## src/rtl/led_matrix_scanner.sv

```systemverilog
// led_matrix_scanner: column-multiplexed LED matrix driver with a double-buffered, tear-free frame load.
// Define LED_SCAN_BLANK_EN to insert BLANK_CYCLES of blanking after every column dwell.
module led_matrix_scanner #(
   parameter int ROWS         = 8,
   parameter int COLS         = 8,
   parameter int DWELL_CYCLES = 1000,
   parameter int BLANK_CYCLES = 2
) (
   input  logic                 clk,
   input  logic                 rst,
   input  logic                 ena,
   input  logic [ROWS*COLS-1:0] cells,
   input  logic                 load,
   output logic                 load_ready,
   output logic [ROWS-1:0]      rows,
   output logic [COLS-1:0]      cols,
   output logic                 frame_done
);
   localparam int CW = $clog2(COLS);
   localparam int DW = $clog2(DWELL_CYCLES + 1);
   localparam logic [CW-1:0] COL_LAST = CW'(COLS - 1);
   localparam logic [DW-1:0] DWELL_LAST = DW'(DWELL_CYCLES - 1);

   if (ROWS < 1 || ROWS > 16) begin : g_rows_chk
      $error("led_matrix_scanner: ROWS=%0d outside 1..16", ROWS);
   end
   if (COLS < 2 || COLS > 16) begin : g_cols_chk
      $error("led_matrix_scanner: COLS=%0d outside 2..16", COLS);
   end
   if (DWELL_CYCLES < 1) begin : g_dwell_chk
      $error("led_matrix_scanner: DWELL_CYCLES must be >= 1");
   end
   if (BLANK_CYCLES < 1) begin : g_blank_chk
      $error("led_matrix_scanner: BLANK_CYCLES must be >= 1");
   end

`ifdef LED_SCAN_BLANK_EN
   localparam int BW = $clog2(BLANK_CYCLES + 1);
   localparam logic [BW-1:0] BLANK_LAST = BW'(BLANK_CYCLES - 1);
   typedef enum logic [1:0] {IDLE, SCAN, BLANK} state_t;
   logic [BW-1:0] blank_q, blank_d;
`else
   typedef enum logic {IDLE, SCAN} state_t;
`endif

   state_t               state_q, state_d;
   logic [CW-1:0]        col_q, col_d;
   logic [DW-1:0]        dwell_q, dwell_d;
   logic [ROWS*COLS-1:0] display_q, display_d;
   logic [ROWS*COLS-1:0] pending_q, pending_d;
   logic                 ready_q, ready_d;
   logic [ROWS-1:0]      rows_q, rows_d;
   logic [COLS-1:0]      cols_q, cols_d;
   logic                 frame_q;
   logic                 wrap;
   logic                 last_col;
   logic [CW-1:0]        col_inc;

   assign last_col = col_q == COL_LAST;
   assign col_inc  = last_col ? '0 : col_q + CW'(1);

   // ready_q low means the pending buffer holds a frame waiting for the next boundary
   always_comb begin
      state_d   = state_q;
      col_d     = col_q;
      dwell_d   = dwell_q;
`ifdef LED_SCAN_BLANK_EN
      blank_d   = blank_q;
`endif
      display_d = display_q;
      pending_d = pending_q;
      ready_d   = ready_q;
      wrap      = 1'b0;
      rows_d    = '1;
      if (load && ready_q) begin
         pending_d = cells;
         ready_d   = 1'b0;
      end
      case (state_q)
         IDLE: begin
            if (!ready_q) begin
               display_d = pending_q;
               ready_d   = 1'b1;
            end
            state_d = ena ? SCAN : IDLE;
         end
         SCAN: begin
            if (!ena) begin
               state_d = IDLE;
               col_d   = '0;
               dwell_d = '0;
            end else if (dwell_q == DWELL_LAST) begin
               dwell_d = '0;
`ifdef LED_SCAN_BLANK_EN
               state_d = BLANK;
`else
               col_d   = col_inc;
               wrap    = last_col;
`endif
            end else begin
               dwell_d = dwell_q + DW'(1);
            end
         end
`ifdef LED_SCAN_BLANK_EN
         BLANK: begin
            if (!ena) begin
               state_d = IDLE;
               col_d   = '0;
               blank_d = '0;
            end else if (blank_q == BLANK_LAST) begin
               state_d = SCAN;
               blank_d = '0;
               col_d   = col_inc;
               wrap    = last_col;
            end else begin
               blank_d = blank_q + BW'(1);
            end
         end
`endif
         default: state_d = IDLE;
      endcase
      // swapping only on the wrap keeps every frame whole on the matrix
      if (wrap && !ready_q) begin
         display_d = pending_q;
         ready_d   = 1'b1;
      end
      cols_d = (state_d == SCAN) ? COLS'(1) << col_d : '0;
      for (int r = 0; r < ROWS; r++) rows_d[r] = ~|(display_d[r*COLS +: COLS] & cols_d);
   end

   always_ff @(posedge clk or negedge rst) begin
      if (!rst) begin
         state_q   <= IDLE;
         col_q     <= '0;
         dwell_q   <= '0;
         display_q <= '0;
         pending_q <= '0;
         ready_q   <= 1'b1;
         rows_q    <= '1;
         cols_q    <= '0;
         frame_q   <= 1'b0;
      end else begin
         state_q   <= state_d;
         col_q     <= col_d;
         dwell_q   <= dwell_d;
         display_q <= display_d;
         pending_q <= pending_d;
         ready_q   <= ready_d;
         rows_q    <= rows_d;
         cols_q    <= cols_d;
         frame_q   <= wrap;
      end
   end

`ifdef LED_SCAN_BLANK_EN
   always_ff @(posedge clk or negedge rst) begin
      if (!rst) blank_q <= '0;
      else blank_q <= blank_d;
   end
`endif

   assign load_ready = ready_q;
   assign rows       = rows_q;
   assign cols       = cols_q;
   assign frame_done = frame_q;
endmodule

```

## config.mk

```make
export PLATFORM = sky130hd
export DESIGN_NAME = led_matrix_scanner
export DESIGN_NICKNAME = d
export VERILOG_FILES = /design/src/rtl/led_matrix_scanner.sv
export SDC_FILE = /design/constraint.sdc
export NUM_CORES = 1
export LEC_CHECK = 0
export CAP_MARGIN = 5
export CORE_MARGIN = 5
export CORE_UTILIZATION = 48
export CTS_CLUSTER_SIZE = 10
export DETAILED_ROUTE_END_ITERATION = 10
export GPL_ROUTABILITY_DRIVEN = 1
export GPL_TIMING_DRIVEN = 0
export HOLD_SLACK_MARGIN = 0.02
export PLACE_DENSITY = 0.7
export SLEW_MARGIN = 30
export SYNTH_ARGS = -nofsm -noshare
export SYNTH_HDL_FRONTEND = slang
export SYNTH_SLANG_ARGS = --single-unit
```

## constraint.sdc

```tcl
create_clock -name clk -period 6.85 [get_ports clk]
set_clock_uncertainty 0.2 [all_clocks]
set_input_delay 2.055 -clock clk [delete_from_list [all_inputs] [get_ports clk]]
set_output_delay 2.055 -clock clk [all_outputs]
set_load 0.02 [all_outputs]
```

==> qor.yml <==
floorplanning:
  coreArea_um2: 15200
  die-area_um2: 18000
  die_x_um: 134
  die_h_um: 134
  ioPinCount: 86
  initial_core_util_pct: 48.8
  rows: 45
worst_setup_path:
  r2r_slack_ns: 3.55
  criticalPathCategory: "primary input to flip-flop"
  cp_max_fo: 10
  cp_slowest_stage_delay_ns: 0.48
  cp_top_family: "buffers and inverters"
  start_kind: "primary input"
  crit_path_end_kind: "flip-flop"
  worst-path-buf-inv: 3
  arrival_ns: 4.70
  cp_cell_sequence: "clkdlybuf4s50_1 > and3b_1 > nand4_1 > clkbuf_1 > clkbuf_1 > a21boi_0 > o211ai_1 > nand4_1 > nor4_1"
  cp.required_ns: 6.95
  slowest_stage: "clkdlybuf4s50_1"
timing:
  rsz0062_at_grt: "false"
  finalSetupViolations: 0
  hold_viol_final: 0
  tightestPinTransition_ns: 0.799
  min_period_ns: 4.60
  setup_tns_ns: 0
  max_freq_ghz: 0.217
  period_share_pct: 67.2
  setup_slack_ns: 2.25
  report.final.slew_viol_count: 0
  max_slew_margin_pct: 46.7
global_routing:
  grt_pass1_wl_mm: 29.0
  grt_pass1_vias: 5376
  antenna_found_initial: 0
  grt_max_degree: 88
  track_usage_pct: 20.8
  overflow: 0
clock_tree:
  cts_hold_buf: 0
  clockBufferDepth: 2
  cts_buffers: 17
  ctsResizeCount: 0
  clkTransAtPathRegs_ns: 0.07
  cts_post_setup_buffers_inserted: 0
  cts.htree.levels: 4
  insertion_delay_ns: 0.43
  cts-root-buf: "clkbuf_16"
  clock-sinks: 160
  cts_tree: "built"
layout:
  nFillCells: 1227
  multi_input_comb_area_um2: 3130
  final_cell_mix: "dfrtp_1, mux2_2, clkdlybuf4s50_1, nand2_1, and3_1"
  utilization_pct: 60.1
  diodes: 0
  final_layout_size_suffix_gt1_share_pct: 30.7
  final_common_cell: "dfrtp_1"
  regArea_um2: 4020
  final_nets: 772
  fin_cells: 902
  areaGrowthSynthToFinish_pct: 23.3
route:
  route.detailed.drc: 0
  ant_nets: 0
  dr_total_vias: 5051
  wirelength_mm: 17.7
  viasPerCell: 5.60
  drtPass1Iterations: 4
  drtIter0Drc: 320
  routedWlPerCell_um: 19.7
logic_synthesis:
  ys.flop_type: "dfrtp_1"
  syn_area_um2: 7410
  syn_nets: 666
  synth_cell_types: 46
  ys_seq_elements: 160
  syn_area_per_cell_um2: 12.5
  synth_edf_count: 0
  async_flop_share_pct: 100
  ys_warn_count: 0
  syn_inst: 595
  synth_seq_area_share_pct: 54.2
pwr:
  clkPwrFrac_pct: 33.4
  switching_power_uw: 749
  ir_worst_vdd_mv: 0.220
  seqPwrFrac_pct: 47.1
  pwr-share-comb_pct: 19.5
  p_per_area_nw_per_um2: 304
  p_leak_nw: 4.01
  switching_share_pct: 27.0
  cell_internal_pwr_mw: 2.03
min_path:
  hold_path.class: "flip-flop to flip-flop"
place:
  pre_cts_ws_ns: 1.79
  place.gp.congestion: 0.871
  dp_hpwl_mm: 12.3
  placedCellCount: 870
  port_buffers: 85
job:
  maxCapViolCount: 0
run_status:
  status: "finished, final reports clean"
## power groups by stage
stage	Sequential, mW	Combinational [mW]	Clock (mW)
floorplan	1.29	0.377	0
global placement	1.31	0.517	0
detailed placement	1.32	0.540	0
CTS	1.31	0.547	0.943
global route	1.33	0.590	0.993
finish	1.31	0.541	0.928
## metal layers
metal / part of all wire (%) / track usage, % / vias to the layer above / wire length (um)
met1: 44 / 27.5 / 2553 / 7830
met2: 49 / 34.2 / 138 / 8710
met5: 0 / 0 / - / 0
met3: 5.1 / 4.84 / 20 / 906
li1: - / - / 2340 / -
met4: 1.6 / 6.33 / 0 / 290
## cell families (layout without fill, tap and decap cells)
family / after synthesis / after routing / share of synthesized area, %
AOI/OAI and AO/OA: 94 / 94 / 9.44
xor gates and xnor gates: 6 / 6 / 0.709
adders and majority gates: 3 / 3 / 0.506
buffers and inverters: 47 / 166 / 3.60
muxes: 107 / 107 / 17.7
DFF: 160 / 160 / 54.2
and+or+nand+nor: 178 / 178 / 13.9
## stage by stage
stage	hold WS [ns]	instance area, um^2	total power [mW]
6_report	0.301	9140	2.78
2_1_floorplan	0.270	7410	1.66
4_1_cts	0.303	9130	2.80
3_5_place_dp	0.286	8560	1.86
3_3_place_gp	0.279	8500	1.83
5_1_grt	0.318	9140	2.92
## cell usage after synthesis (2+ instances only)
| cell | n | area share, % |
|---|---|---|
| dfrtp_1 | 151 | 51 |
| mux2_2 | 97 | 15 |
| nand2_1 | 45 | 2.3 |
| and3_1 | 36 | 3.0 |
| or2_2 | 34 | 2.9 |
| a21boi_0 | 32 | 3.2 |
| o211ai_1 | 24 | 2.4 |
| clkbuf_1 | 21 | 1.1 |
| a21oi_1 | 19 | 1.3 |
| nor2_1 | 15 | 0.76 |
| nand4_1 | 14 | 1.2 |
| buf_6 | 10 | 1.5 |
| buf_2 | 9 | 0.61 |
| dfstp_2 | 9 | 3.2 |
| o211ai_2 | 8 | 1.4 |
| nor4_2 | 7 | 1.2 |
| and2_1 | 5 | 0.42 |
| nor2b_1 | 5 | 0.42 |
| and2b_1 | 4 | 0.41 |
| inv_1 | 4 | 0.20 |
| mux4_1 | 4 | 1.4 |
| mux4_2 | 4 | 1.2 |
| o21ai_0 | 4 | 0.27 |
| xor2_1 | 4 | 0.47 |
| ha_1 | 3 | 0.51 |
| nor3_1 | 3 | 0.20 |
| and3_4 | 2 | 0.30 |
| and3b_1 | 2 | 0.24 |
| o31a_1 | 2 | 0.24 |
| xnor2_1 | 2 | 0.24 |
## state kept, by name, summed over array words and instances (netlist names)
signal / flops
rows: 8
pending_q: 64
display_q: 64
col_q: 3
load_ready: 1
dwell_q: 10
cols: 8
frame_done: 1
state_q: 1
## final timing paths
check,cells past startpoint,startpoint,endpoint
min in group asynchronous,1,rst,pending_q[33]
min,1,pending_q[44],pending_q[44]
max in group asynchronous,3,rst,rows[2]
max,9,ena,rows[5]
min reg2reg,1,pending_q[44],pending_q[44]
max reg2reg,10,col_q[1],rows[5]
## final cells by class
cell class,count,area share [%]
sequential,160,43.9
multi-input combinational,388,34.3
timing repair buffer,87,9.97
clock buffer,18,4.70
buffer,42,2.71
tap,188,2.57
clock inverter,14,1.60
inverter,5,0.205
No activity file was read; power rests on OpenSTA's default activity.
